<file path="src/rtl/ctrl_word_sequencer_if.sv">
// Handshake and instruction-memory bundle between the LU control-word sequencer and its surroundings.
// The cycle_count signal exists only when CTRL_SEQ_CYCLE_COUNT_EN is defined.
interface ctrl_word_sequencer_if #(
   parameter int CTRL_WIDTH = 72,
   parameter int PC_WIDTH   = 12
);
   logic                  start;
   logic [PC_WIDTH-1:0]   base_addr;
   logic                  hold;
   logic                  imem_en;
   logic [PC_WIDTH-1:0]   imem_addr;
   logic [CTRL_WIDTH-1:0] imem_dout;
   logic [CTRL_WIDTH-1:0] CTRL_Signal;
   logic                  busy;
   logic                  done;
   logic                  overrun;
`ifdef CTRL_SEQ_CYCLE_COUNT_EN
   logic [31:0]           cycle_count;
`endif

   // The master is the controller/BRAM side; the slave is the sequencer itself.
   modport master (
      output start, base_addr, hold, imem_dout,
      input  imem_en, imem_addr, CTRL_Signal, busy, done, overrun
`ifdef CTRL_SEQ_CYCLE_COUNT_EN
      , input cycle_count
`endif
   );

   modport slave (
      input  start, base_addr, hold, imem_dout,
      output imem_en, imem_addr, CTRL_Signal, busy, done, overrun
`ifdef CTRL_SEQ_CYCLE_COUNT_EN
      , output cycle_count
`endif
   );
endinterface

</file>
<file path="src/rtl/ctrl_word_sequencer.sv">
// Streams control words from the instruction BRAM to the LU datapath, one per cycle, until a word with bit 0 set.
// Optional feature macro: CTRL_SEQ_CYCLE_COUNT_EN adds a saturating 32-bit busy-cycle counter.
module ctrl_word_sequencer #(
   parameter int CTRL_WIDTH = 72,
   parameter int PC_WIDTH   = 12
) (
   input logic               CLK_100,
   input logic               RST,
   ctrl_word_sequencer_if.slave bus
);

   typedef enum logic [1:0] {
      IDLE  = 2'd0,
      FETCH = 2'd1,
      DONE  = 2'd2
   } state_t;

   localparam logic [PC_WIDTH-1:0] PC_TOP = {PC_WIDTH{1'b1}};

   state_t                state_q;
   logic [PC_WIDTH-1:0]   pc_q;
   logic [PC_WIDTH-1:0]   pc_d;
   logic                  v1_q;
   logic                  lastFetch_q;
   logic [CTRL_WIDTH-1:0] ctrl_q;
   logic                  busy_q;
   logic                  done_q;
   logic                  overrun_q;
   logic                  fetchEn;
   logic                  emit;
   logic                  endOfRun;

   // A fetch at the top address marks the last word; pc stays put so it never wraps.
   assign fetchEn  = (state_q == FETCH) && !lastFetch_q && !bus.hold;
   assign emit     = (state_q == FETCH) && v1_q && !bus.hold;
   assign endOfRun = bus.imem_dout[0] || lastFetch_q;
   assign pc_d     = (pc_q == PC_TOP) ? pc_q : pc_q + 1'b1;

   // Sequencer FSM: every datapath-facing output is registered here and defaults to a NOP word.
   always_ff @(posedge CLK_100 or posedge RST) begin
      if (RST) begin
         state_q     <= IDLE;
         pc_q        <= '0;
         v1_q        <= 1'b0;
         lastFetch_q <= 1'b0;
         ctrl_q      <= '0;
         busy_q      <= 1'b0;
         done_q      <= 1'b0;
         overrun_q   <= 1'b0;
      end else begin
         ctrl_q <= '0;
         done_q <= 1'b0;
         case (state_q)
            IDLE: begin
               if (bus.start) begin
                  pc_q        <= bus.base_addr;
                  v1_q        <= 1'b0;
                  lastFetch_q <= 1'b0;
                  busy_q      <= 1'b1;
                  overrun_q   <= 1'b0;
                  state_q     <= FETCH;
               end
            end
            FETCH: begin
               if (fetchEn) begin
                  v1_q <= 1'b1;
                  pc_q <= pc_d;
                  if (pc_q == PC_TOP) begin
                     lastFetch_q <= 1'b1;
                  end
               end
               // While hold is high the BRAM output is frozen, so the pending word is emitted on release.
               if (emit) begin
                  ctrl_q <= bus.imem_dout;
                  if (endOfRun) begin
                     overrun_q <= !bus.imem_dout[0];
                     state_q   <= DONE;
                  end
               end
            end
            DONE: begin
               done_q      <= 1'b1;
               busy_q      <= 1'b0;
               v1_q        <= 1'b0;
               lastFetch_q <= 1'b0;
               state_q     <= IDLE;
            end
            default: begin
               state_q <= IDLE;
            end
         endcase
      end
   end

`ifdef CTRL_SEQ_CYCLE_COUNT_EN
   logic [31:0] cycleCount_q;

   // Counts every cycle with busy high, hold cycles included, and sticks at all-ones.
   always_ff @(posedge CLK_100 or posedge RST) begin
      if (RST) begin
         cycleCount_q <= '0;
      end else if ((state_q == IDLE) && bus.start) begin
         cycleCount_q <= '0;
      end else if (busy_q && (cycleCount_q != 32'hFFFF_FFFF)) begin
         cycleCount_q <= cycleCount_q + 32'd1;
      end
   end

   assign bus.cycle_count = cycleCount_q;
`endif

   assign bus.imem_en     = fetchEn;
   assign bus.imem_addr   = pc_q;
   assign bus.CTRL_Signal = ctrl_q;
   assign bus.busy        = busy_q;
   assign bus.done        = done_q;
   assign bus.overrun     = overrun_q;

endmodule

</file>
<file path="src/flat_wrapper.sv">
// flat-port wrapper written by rule: the top's interface ports become plain ports
module ctrl_word_sequencer_flat 
#(
   parameter int CTRL_WIDTH = 72,
   parameter int PC_WIDTH   = 12
)
  (CLK_100, RST, bus_start, bus_base_addr, bus_hold, bus_imem_dout, bus_imem_en, bus_imem_addr, bus_CTRL_Signal, bus_busy, bus_done, bus_overrun);
  ctrl_word_sequencer_if #(.CTRL_WIDTH(CTRL_WIDTH), .PC_WIDTH(PC_WIDTH)) bus_i ();
  input logic CLK_100;
  input logic RST;
  input wire logic [$bits(bus_i.start)-1:0] bus_start;
  input wire logic [$bits(bus_i.base_addr)-1:0] bus_base_addr;
  input wire logic [$bits(bus_i.hold)-1:0] bus_hold;
  input wire logic [$bits(bus_i.imem_dout)-1:0] bus_imem_dout;
  output wire logic [$bits(bus_i.imem_en)-1:0] bus_imem_en;
  output wire logic [$bits(bus_i.imem_addr)-1:0] bus_imem_addr;
  output wire logic [$bits(bus_i.CTRL_Signal)-1:0] bus_CTRL_Signal;
  output wire logic [$bits(bus_i.busy)-1:0] bus_busy;
  output wire logic [$bits(bus_i.done)-1:0] bus_done;
  output wire logic [$bits(bus_i.overrun)-1:0] bus_overrun;
  assign bus_i.start = bus_start;
  assign bus_i.base_addr = bus_base_addr;
  assign bus_i.hold = bus_hold;
  assign bus_i.imem_dout = bus_imem_dout;
  assign bus_imem_en = bus_i.imem_en;
  assign bus_imem_addr = bus_i.imem_addr;
  assign bus_CTRL_Signal = bus_i.CTRL_Signal;
  assign bus_busy = bus_i.busy;
  assign bus_done = bus_i.done;
  assign bus_overrun = bus_i.overrun;
  ctrl_word_sequencer #(.CTRL_WIDTH(CTRL_WIDTH), .PC_WIDTH(PC_WIDTH)) u_core (.CLK_100(CLK_100), .RST(RST), .bus(bus_i));
endmodule
</file>
<file path="config.mk">
export PLATFORM = sky130hd
export DESIGN_NAME = ctrl_word_sequencer_flat
export DESIGN_NICKNAME = d
export VERILOG_FILES = /design/src/rtl/ctrl_word_sequencer_if.sv /design/src/rtl/ctrl_word_sequencer.sv /design/src/flat_wrapper.sv
export SDC_FILE = /design/constraint.sdc
export NUM_CORES = 1
export LEC_CHECK = 0
export ABC_AREA = 1
export CAP_MARGIN = 25
export CORE_ASPECT_RATIO = 1.75
export CORE_UTILIZATION = 35
export CTS_CLUSTER_DIAMETER = 200
export DETAILED_ROUTE_END_ITERATION = 6
export PLACE_DENSITY = 0.75
export SETUP_SLACK_MARGIN = 0.02
export SLEW_MARGIN = 20
export SYNTH_ARGS = -nofsm -noshare
export SYNTH_HDL_FRONTEND = slang
export SYNTH_SLANG_ARGS = --single-unit
</file>
<file path="constraint.sdc">
create_clock -name CLK_100 -period 2.8 [get_ports CLK_100]
set_clock_uncertainty 0.1 [all_clocks]
set_input_delay 0.56 -clock CLK_100 [delete_from_list [all_inputs] [get_ports CLK_100]]
set_output_delay 0.56 -clock CLK_100 [all_outputs]
set_load 0.05 [all_outputs]
</file>
Word-level counts from Yosys, hierarchy flattened

Index checks and enable logic that the tools add are counted.

Add/sub/neg operators: 1
Equality and inequality tests: 9
Multiplexer cells: 22
Reductions and logical operators: 18

Operators with widths:

| cell                    | count |
|---|---|
| $mux W72                | 2 |
| $mux W12                | 3 |
| $pmux W12 S2            | 1 |
| $add A12 B1 Y12 const B | 1 |
| $eq A12 B12 Y1 const B  | 1 |
| $reduce_and A4 Y1       | 3 |
| $mux W1                 | 8 |
| $ne A2 B2 Y1 const B    | 4 |
| $mux W2                 | 3 |
| $pmux W1 S3             | 2 |
| $reduce_and A3 Y1       | 2 |
| $logic_and A1 B1 Y1     | 4 |
| $ne A2 B1 Y1 const B    | 2 |
| $pmux W1 S2             | 2 |
| $pmux W2 S2             | 1 |
| $reduce_bool A2 Y1      | 2 |
| $logic_not A1 Y1        | 3 |
| $reduce_bool A3 Y1      | 1 |
| $eq A2 B1 Y1 const B    | 1 |
| $eq A2 B2 Y1 const B    | 1 |
| $logic_not A2 Y1        | 1 |
| $reduce_and A2 Y1       | 1 |
| $logic_or A1 B1 Y1      | 1 |

Bits in registers: 91
Bits of input ports: 88
Output and inout bits: 88

Depth between registers and ports, before layout

Gate-level depths: netlist of run 1.

Depth in word-level cells: 5
Gate-level depth with buffers: 9
Depth with buffers taken out: 9

Least setup slack after synthesis of run 1

OpenSTA, ideal clock, no wires.

Path type: register to register
From: register u_core.pc_q[0] (netlist: u_core.bus.imem_addr[0])
To: register u_core.pc_q[7] (netlist: u_core.bus.imem_addr[7])
Setup time: 0.123 ns
Arrival: 1.635 ns
Path slack: 0.942 ns
Stages on the path, launching flop included: 10
Path buffers: 1
Clock period less this slack: 1.858 ns
Cells stage by stage: dfrtp_1 -> ha_1 -> nand3_1 -> inv_1 -> nand2_1 -> nor2_2 -> nor2_4 -> buf_6 -> nand2_1 -> nand2_1

Word-level cells in the longest chain between the ends: 4
Elaborated cells between the ends (all ways): 7

Ends and longest elaborated chain:

| element                | RTL line                  | RTL |
|---|---|---|
| from (decl)            | ctrl_word_sequencer.sv:21 | `logic [PC_WIDTH-1:0] pc_q;` |
| from (signal assigned) | ctrl_word_sequencer.sv:56 | `pc_q <= bus.base_addr;` |
| from (signal assigned) | ctrl_word_sequencer.sv:67 | `pc_q <= pc_d;` |
| $add A12 B1 Y12        | ctrl_word_sequencer.sv:37 | `assign pc_d = (pc_q == PC_TOP) ? pc_q : pc_q + 1'b1;` |
| $mux W12               | ctrl_word_sequencer.sv:37 |  |
| $mux W12               | ctrl_word_sequencer.sv:65 | `if (fetchEn) begin` |
| $pmux W12 S2           | ctrl_word_sequencer.sv:53 | `case (state_q)` |

Several ways; a longest one is shown, not always the timed one. The select of a mux whose other input is x is not followed.
A chain may end at the register's enable or synchronous reset.

Final worst setup path of run 1

From: register u_core.pc_q[8] (netlist: u_core.bus.imem_addr[8])
To: output port bus_imem_addr[8]

RTL lines:

| element   | RTL line           | RTL |
|---|---|---|
| to (decl) | flat_wrapper.sv:16 | `output wire logic [$bits(bus_i.imem_addr)-1:0] bus_imem_addr;` |

No word-level cell between the ends.

==> results of run 1 <==
[cell usage after synthesis]
cell type	number
ha_1	1
dfrtp_1	91
buf_2	1
o21ai_0	11
or2_2	2
buf_6	5
nor3_1	3
inv_1	96
clkbuf_1	1
nand2_4	1
nand2_1	71
o21a_1	1
inv_2	2
nor2_4	2
a21oi_1	4
nand4_1	2
nor2_2	1
o21ai_2	4
nand3_1	17
clkbuf_8	3
nor2_1	89
[layout make-up]
| cell class | count | area (µm²) | share of cell area |
|---|---|---|---|
| clock buffer | 10 | 229.0 | 0.03952 |
| multi-input combinational | 209 | 895.9 | 0.1546 |
| inverter | 98 | 371.6 | 0.06415 |
| clock inverter | 6 | 71.32 | 0.01231 |
| timing repair buffer | 177 | 1789 | 0.3089 |
| tap | 127 | 158.9 | 0.02743 |
| sequential | 91 | 2277 | 0.3931 |
[power by group]
group | switching (mW) | total (mW) | internal (mW) | leakage (nW)
sequential | 0.192 | 1.78 | 1.59 | 1.22
combinational | 1.64 | 2.43 | 0.789 | 1.63
clock | 0.511 | 1.21 | 0.700 | 0.140
total | 2.34 | 5.42 | 3.08 | 2.99
[logic make-up (layout without fill, tap and decap cells)]
family / after synthesis / count (layout) / synth area share
DFF: 91 / 91 / 0.6244
buffers and inverters: 108 / 291 / 0.1300
adders and majority gates: 1 / 1 / 0.003430
AOI/OAI and AO/OA: 20 / 20 / 0.03225
and+or+nand+nor: 188 / 188 / 0.2099
[stage by stage]
step	hold WS, ns	area (µm²)	power, mW	std cells	worst slack [ns]
floorplan	0.3786	3651	3.432	408	0.9419
global placement	0.3549	5493	4.198	702	0.5260
detailed placement	0.3782	5493	4.246	702	0.4841
CTS	0.3996	5793	5.480	718	0.4576
global route	0.4354	5793	5.718	718	0.3928
finish	0.3902	5793	5.419	718	0.4689
[per-layer routing]
layer	up-vias	part of all wire	global-route usage
met5	-	0	0
met2	119	0.58	0.3391
li1	1529	-	-
met1	1465	0.33	0.1745
met4	0	0.032	0.08384
met3	22	0.058	0.04600
[registers in the layout, summed over array words and instances (netlist names)]
signal and cells:
u_core.bus.overrun 1, u_core.bus.CTRL_Signal 72, u_core.v1_q 1, u_core.lastFetch_q 1, u_core.state_q 2, u_core.bus.imem_addr 12, u_core.bus.busy 1, u_core.bus.done 1
[placed cells by master (no fill, tap or decap)]
cell type / count
clkdlybuf4s50_1: 174
inv_1: 95
dfrtp_1: 91
nor2_1: 89
nand2_1: 71
nand3_1: 17
o21ai_0: 11
clkbuf_16: 9
a21oi_1: 4
o21ai_2: 4
nor3_1: 3
clkinvlp_4: 3
inv_2: 2
nor2_4: 2
nand4_1: 2
or2_2: 2
inv_6: 2
buf_12: 2
nand2_4: 1
o21a_1: 1
nor2_2: 1
ha_1: 1
clkinv_4: 1
clkbuf_1: 1
bufinv_16: 1
buf_4: 1
[final timing paths]
path | slack (ns) | depth (start not counted) | to
worst min register to register | 0.39 | 2 | u_core.bus.busy
worst max register to register | 0.88 | 5 | u_core.bus.CTRL_Signal[39]
min in group asynchronous | 0.62 | 3 | u_core.bus.CTRL_Signal[14]
worst max-delay path | 0.47 | 1 | bus_imem_addr[8]
worst min-delay path | 0.39 | 2 | u_core.bus.busy
max in group asynchronous | 1.64 | 3 | u_core.bus.CTRL_Signal[69]
==> metrics.yaml, run 1 <==
run_status:
  run_status: "finished, final reports clean"
cts:
  clock_latency_ns: 0.33
  cts_root_buffer: "clkbuf_16"
  cts_buffers: 9
  clkTransAtPathRegs_ns: 0.06
  post_cts_buffers: 0
  cts_max_level: 3
  cts_sinks: 91
  ctsHoldBuffers: 0
  post_cts_resize_count: 0
  cts_tree: "built"
  clockBufferDepth: 2
worst_hold_path:
  hold_class: "register to register"
  worstHoldStart: "u_core.bus.busy"
die:
  die_y_um: 137.0
  die_area_um2: 10850
  rows: 49
  die_w_um: 79.17
  io_pins: 176
  core_um2: 10180
  initial_core_util: 0.3584
sta:
  worst_pin_slew_ns: 0.5560
  maxSlewViolCount: 0
  finalSetupTns_ns: 0
  setup_viol: 0
  fmax_mhz: 429.0
  rsz0062_at_grt: "false"
  fin_crit_sh: 0.8325
  final.min_clock_period_ns: 2.331
  slew_headroom: 0.6282
  finalHoldViolations: 0
yosys:
  ys_seq_area_frac: 0.6244
  ys_seq_elements: 91
  synth_area_um2: 3647
  syn_nets: 497
  post-synth-top-area-cell: "dfrtp_1"
  synth_area_leaders: "dfrtp_1 (62%), inv_1 (9.9%), nor2_1 (9.2%), nand2_1 (7.3%), nand3_1 (2.3%)"
  synth_top_area_share: 0.6244
  synth.avg_cell_area_um2: 8.939
  ys_warn_count: 0
  synthCells: 408
  ys_types: 21
finish:
  n_fill_cell: 922
  final_util: 0.5692
  drive_gt1_frac: 0.05245
  n_antenna_cell: 0
  area_delta_synth_final_pct: 58.83
  nets: 675
grt:
  grt_pass1_vias: 3047
  grt_start_max_net_pins: 92
  grt_util_all_layers: 0.1782
  gr-total-overflow: 0
  antenna_found_initial: 0
  grt_pass1_wl_um: 14440
critical_path:
  critPathCaptureType: "primary output"
  crit_family: "buffers and inverters"
  cp_max_fo: 7
  slowest_delay_ns: 0.86
  crit_slowest_cell: "clkdlybuf4s50_1"
  crit_start: "u_core.bus.imem_addr[8]"
  cp_cell_sequence: "clkdlybuf4s50_1"
  timing.rr.start: "u_core.state_q[0]"
  crit_buf_inv: 1
  critPathKind: "register to primary output"
  cp_data_arrival_time_ns: 1.67
  start_kind: "register"
  cp.required_ns: 2.14
power_and_ir_drop:
  vdd_ir_drop_max_mv: 0.5266
  power_density_nw_per_um2: 935.5
  p_leak_nw: 2.995
placement:
  portBuffers: 175
  place_congestion: 0.8181
  hpwl_um: 7034
drt:
  wirelength_um: 9404
  firstDrtPassIters: 6
  antenna_left: 0
  via_per_inst: 4.366
  drt_iter0_drc: 101
  via_count: 3135
  drc: 0
  wl_per_cell_um: 13.10
job:
  cap_violations: 0
No activity file was read; power rests on OpenSTA's default activity.
==> run 2, diff against run 1 <==
Settings changed: PLACE_DENSITY 0.75 to 0.73.
Clock period 2.8 ns to 2.3 ns, I/O delays scaled along.
==> run 2 against run 1 <==
Net effect: sequential power up 22%; register-to-register slack worse by 0.34 ns; count of clock-buffer cells in the layout shrank 1; first-iteration DRC count increased by 20%; combinational power up 23%; cell area rose by 0.54%; via count shrank 1.6%; die area unchanged.
==> metrics.yaml, run 2 (synthesis results as in run 1) <==
sta:
  final.min_clock_period_ns: 2.216
  slew_headroom: 0.5799  # -0.04824
  worst_pin_slew_ns: 0.6288  # +0.07278 ns
  fin_crit_sh: 0.9634
  fmax_mhz: 451.3
  finalHoldViolations: 0  # unchanged
  maxSlewViolCount: 0  # unchanged
  finalSetupTns_ns: 0  # unchanged
  setup_viol: 0  # unchanged
  rsz0062_at_grt: "false"
cts:
  clkTransAtPathRegs_ns: 0.06  # about the same
  clock_latency_ns: 0.33  # about the same
  post_cts_resize_count: 0  # unchanged
  ctsHoldBuffers: 0  # unchanged
  post_cts_buffers: 0  # unchanged
  cts_sinks: 91  # unchanged
  clockBufferDepth: 2  # unchanged
  cts_max_level: 3  # unchanged
  cts_buffers: 9  # unchanged
  cts_root_buffer: "clkbuf_16"
  cts_tree: "built"
placement:
  portBuffers: 175  # unchanged
  place_congestion: 0.8154  # -0.33%
  hpwl_um: 7138  # +1.5%
die:
  rows: 49  # unchanged
  initial_core_util: 0.3584  # unchanged
  die_area_um2: 10850  # unchanged
  core_um2: 10180  # unchanged
  io_pins: 176  # unchanged
  die_y_um: 137.0  # unchanged
  die_w_um: 79.17  # unchanged
finish:
  final_common_cell: "clkdlybuf4s50_1"
  largest_register_ffs: 72  # unchanged
  nets: 676  # +0.15%
  drive_gt1_frac: 0.05574  # +0.003290
  n_fill_cell: 903  # -2.1%
  final_util: 0.5723  # +0.003073
  layout_common_cells: "clkdlybuf4s50_1 (174), inv_1 (95), dfrtp_1 (91), nor2_1 (89), nand2_1 (71)"
  n_antenna_cell: 0  # unchanged
  area_delta_synth_final_pct: 59.69
power_and_ir_drop:
  power_density_nw_per_um2: 1132  # +21%
  vdd_ir_drop_max_mv: 0.6121  # +16%
  pwr-share-seq: 0.328  # about the same
  p_leak_nw: 3.017  # +0.74%
  switching_power_mw: 2.835  # +21%
  p_int_mw: 3.760  # +22%
  switching_share: 0.4299  # -0.002365
  comb_power_share: 0.451  # +0.003
  clock_power_share: 0.220  # -0.003
grt:
  grt_pass1_vias: 3009  # -1.2%
  grt_start_max_net_pins: 70  # -24%
  antenna_found_initial: 0  # unchanged
  gr-total-overflow: 0  # unchanged
  grt_util_all_layers: 0.1750  # -0.003164
  grt_pass1_wl_um: 14310  # -0.91%
critical_path:
  critPathKind: "register to primary output"
  crit_slowest_cell: "clkdlybuf4s50_1"
  cp_data_arrival_time_ns: 1.66  # about the same
  reg2reg_setup_slack_ns: 0.54  # -0.34 ns
  critPathCaptureType: "primary output"
  cp_cell_sequence: "clkdlybuf4s50_1"
  cp.required_ns: 1.74  # -0.40 ns
  start_kind: "register"
  rr_worst_depth: 8  # +3
  timing.rr.start: "u_core.bus.imem_addr[0]"
  slowest_delay_ns: 0.85  # about the same
  crit_buf_inv: 1  # unchanged
  crit_family: "buffers and inverters"
  cp_max_fo: 7  # unchanged
  r2r_end: "u_core.bus.imem_addr[3]"
drt:
  drt_iter0_drc: 121  # +20%
  via_count: 3084  # -1.6%
  antenna_left: 0  # unchanged
  wirelength_um: 9368  # -0.38%
  wl_per_cell_um: 13.03  # -0.52%
  firstDrtPassIters: 6  # unchanged
  via_per_inst: 4.289  # -1.8%
  drc: 0  # unchanged
worst_hold_path:
  hold_depth: 2  # unchanged
  min_to: "u_core.bus.busy"
  hold_class: "register to register"
  worstHoldStart: "u_core.bus.busy"
job:
  cap_violations: 0  # unchanged
run_status:
  run_status: "finished, final reports clean"
run 2: metal layers:
layer  up-vias  GRT usage  part of all wire
li1       1531          -                 -
met2       112     0.3295              0.56
met3        19    0.03467             0.052
met1      1422     0.1812              0.36
met4         0    0.08283             0.029
met5         -          0                 0
run 2: power groups by stage:
stage          clock (mW)  sequential (mW)  combinational [mW]
4_1_cts              1.50             2.17                3.00
5_1_grt              1.57             2.21                3.18
2_1_floorplan           0             3.26               0.915
6_report             1.45             2.17                2.98
3_5_place_dp            0             2.19                3.00
3_3_place_gp            0             2.18                2.94
run 2: metrics by stage:
stage / worst slack [ns] / cells / cell area [µm²] / total power [mW] / hold WS, ns
floorplan: 0.4419 / 408 / 3651 / 4.178 / 0.3786
global placement: 0.3049 / 703 / 5525 / 5.121 / 0.3645
detailed placement: 0.2362 / 703 / 5525 / 5.187 / 0.3920
CTS: 0.08422 / 719 / 5824 / 6.670 / 0.4031
global route: 0.04780 / 719 / 5824 / 6.953 / 0.4147
finish: 0.08424 / 719 / 5824 / 6.594 / 0.3950
run 2: cell type report:
type / instances / area [µm²] / area share
inverter: 98 / 371.6 / 0.06380
clock inverter: 7 / 73.82 / 0.01267
tap: 127 / 158.9 / 0.02728
sequential: 91 / 2277 / 0.3910
multi-input combinational: 209 / 895.9 / 0.1538
timing repair buffer: 178 / 1822 / 0.3128
clock buffer: 9 / 225.2 / 0.03867
run 2: worst max path at each step:
stage                            startpoint                       to  slack (ns)  cells after the start
finish              u_core.bus.imem_addr[8]         bus_imem_addr[8]        0.08                      1
global route        u_core.bus.imem_addr[8]         bus_imem_addr[8]        0.05                      1
floorplan           u_core.bus.imem_addr[0]  u_core.bus.imem_addr[7]        0.44                      9
detailed placement                 bus_hold  u_core.bus.imem_addr[7]        0.24                      9
CTS                 u_core.bus.imem_addr[8]         bus_imem_addr[8]        0.08                      1
global placement                   bus_hold  u_core.bus.imem_addr[7]        0.30                      9
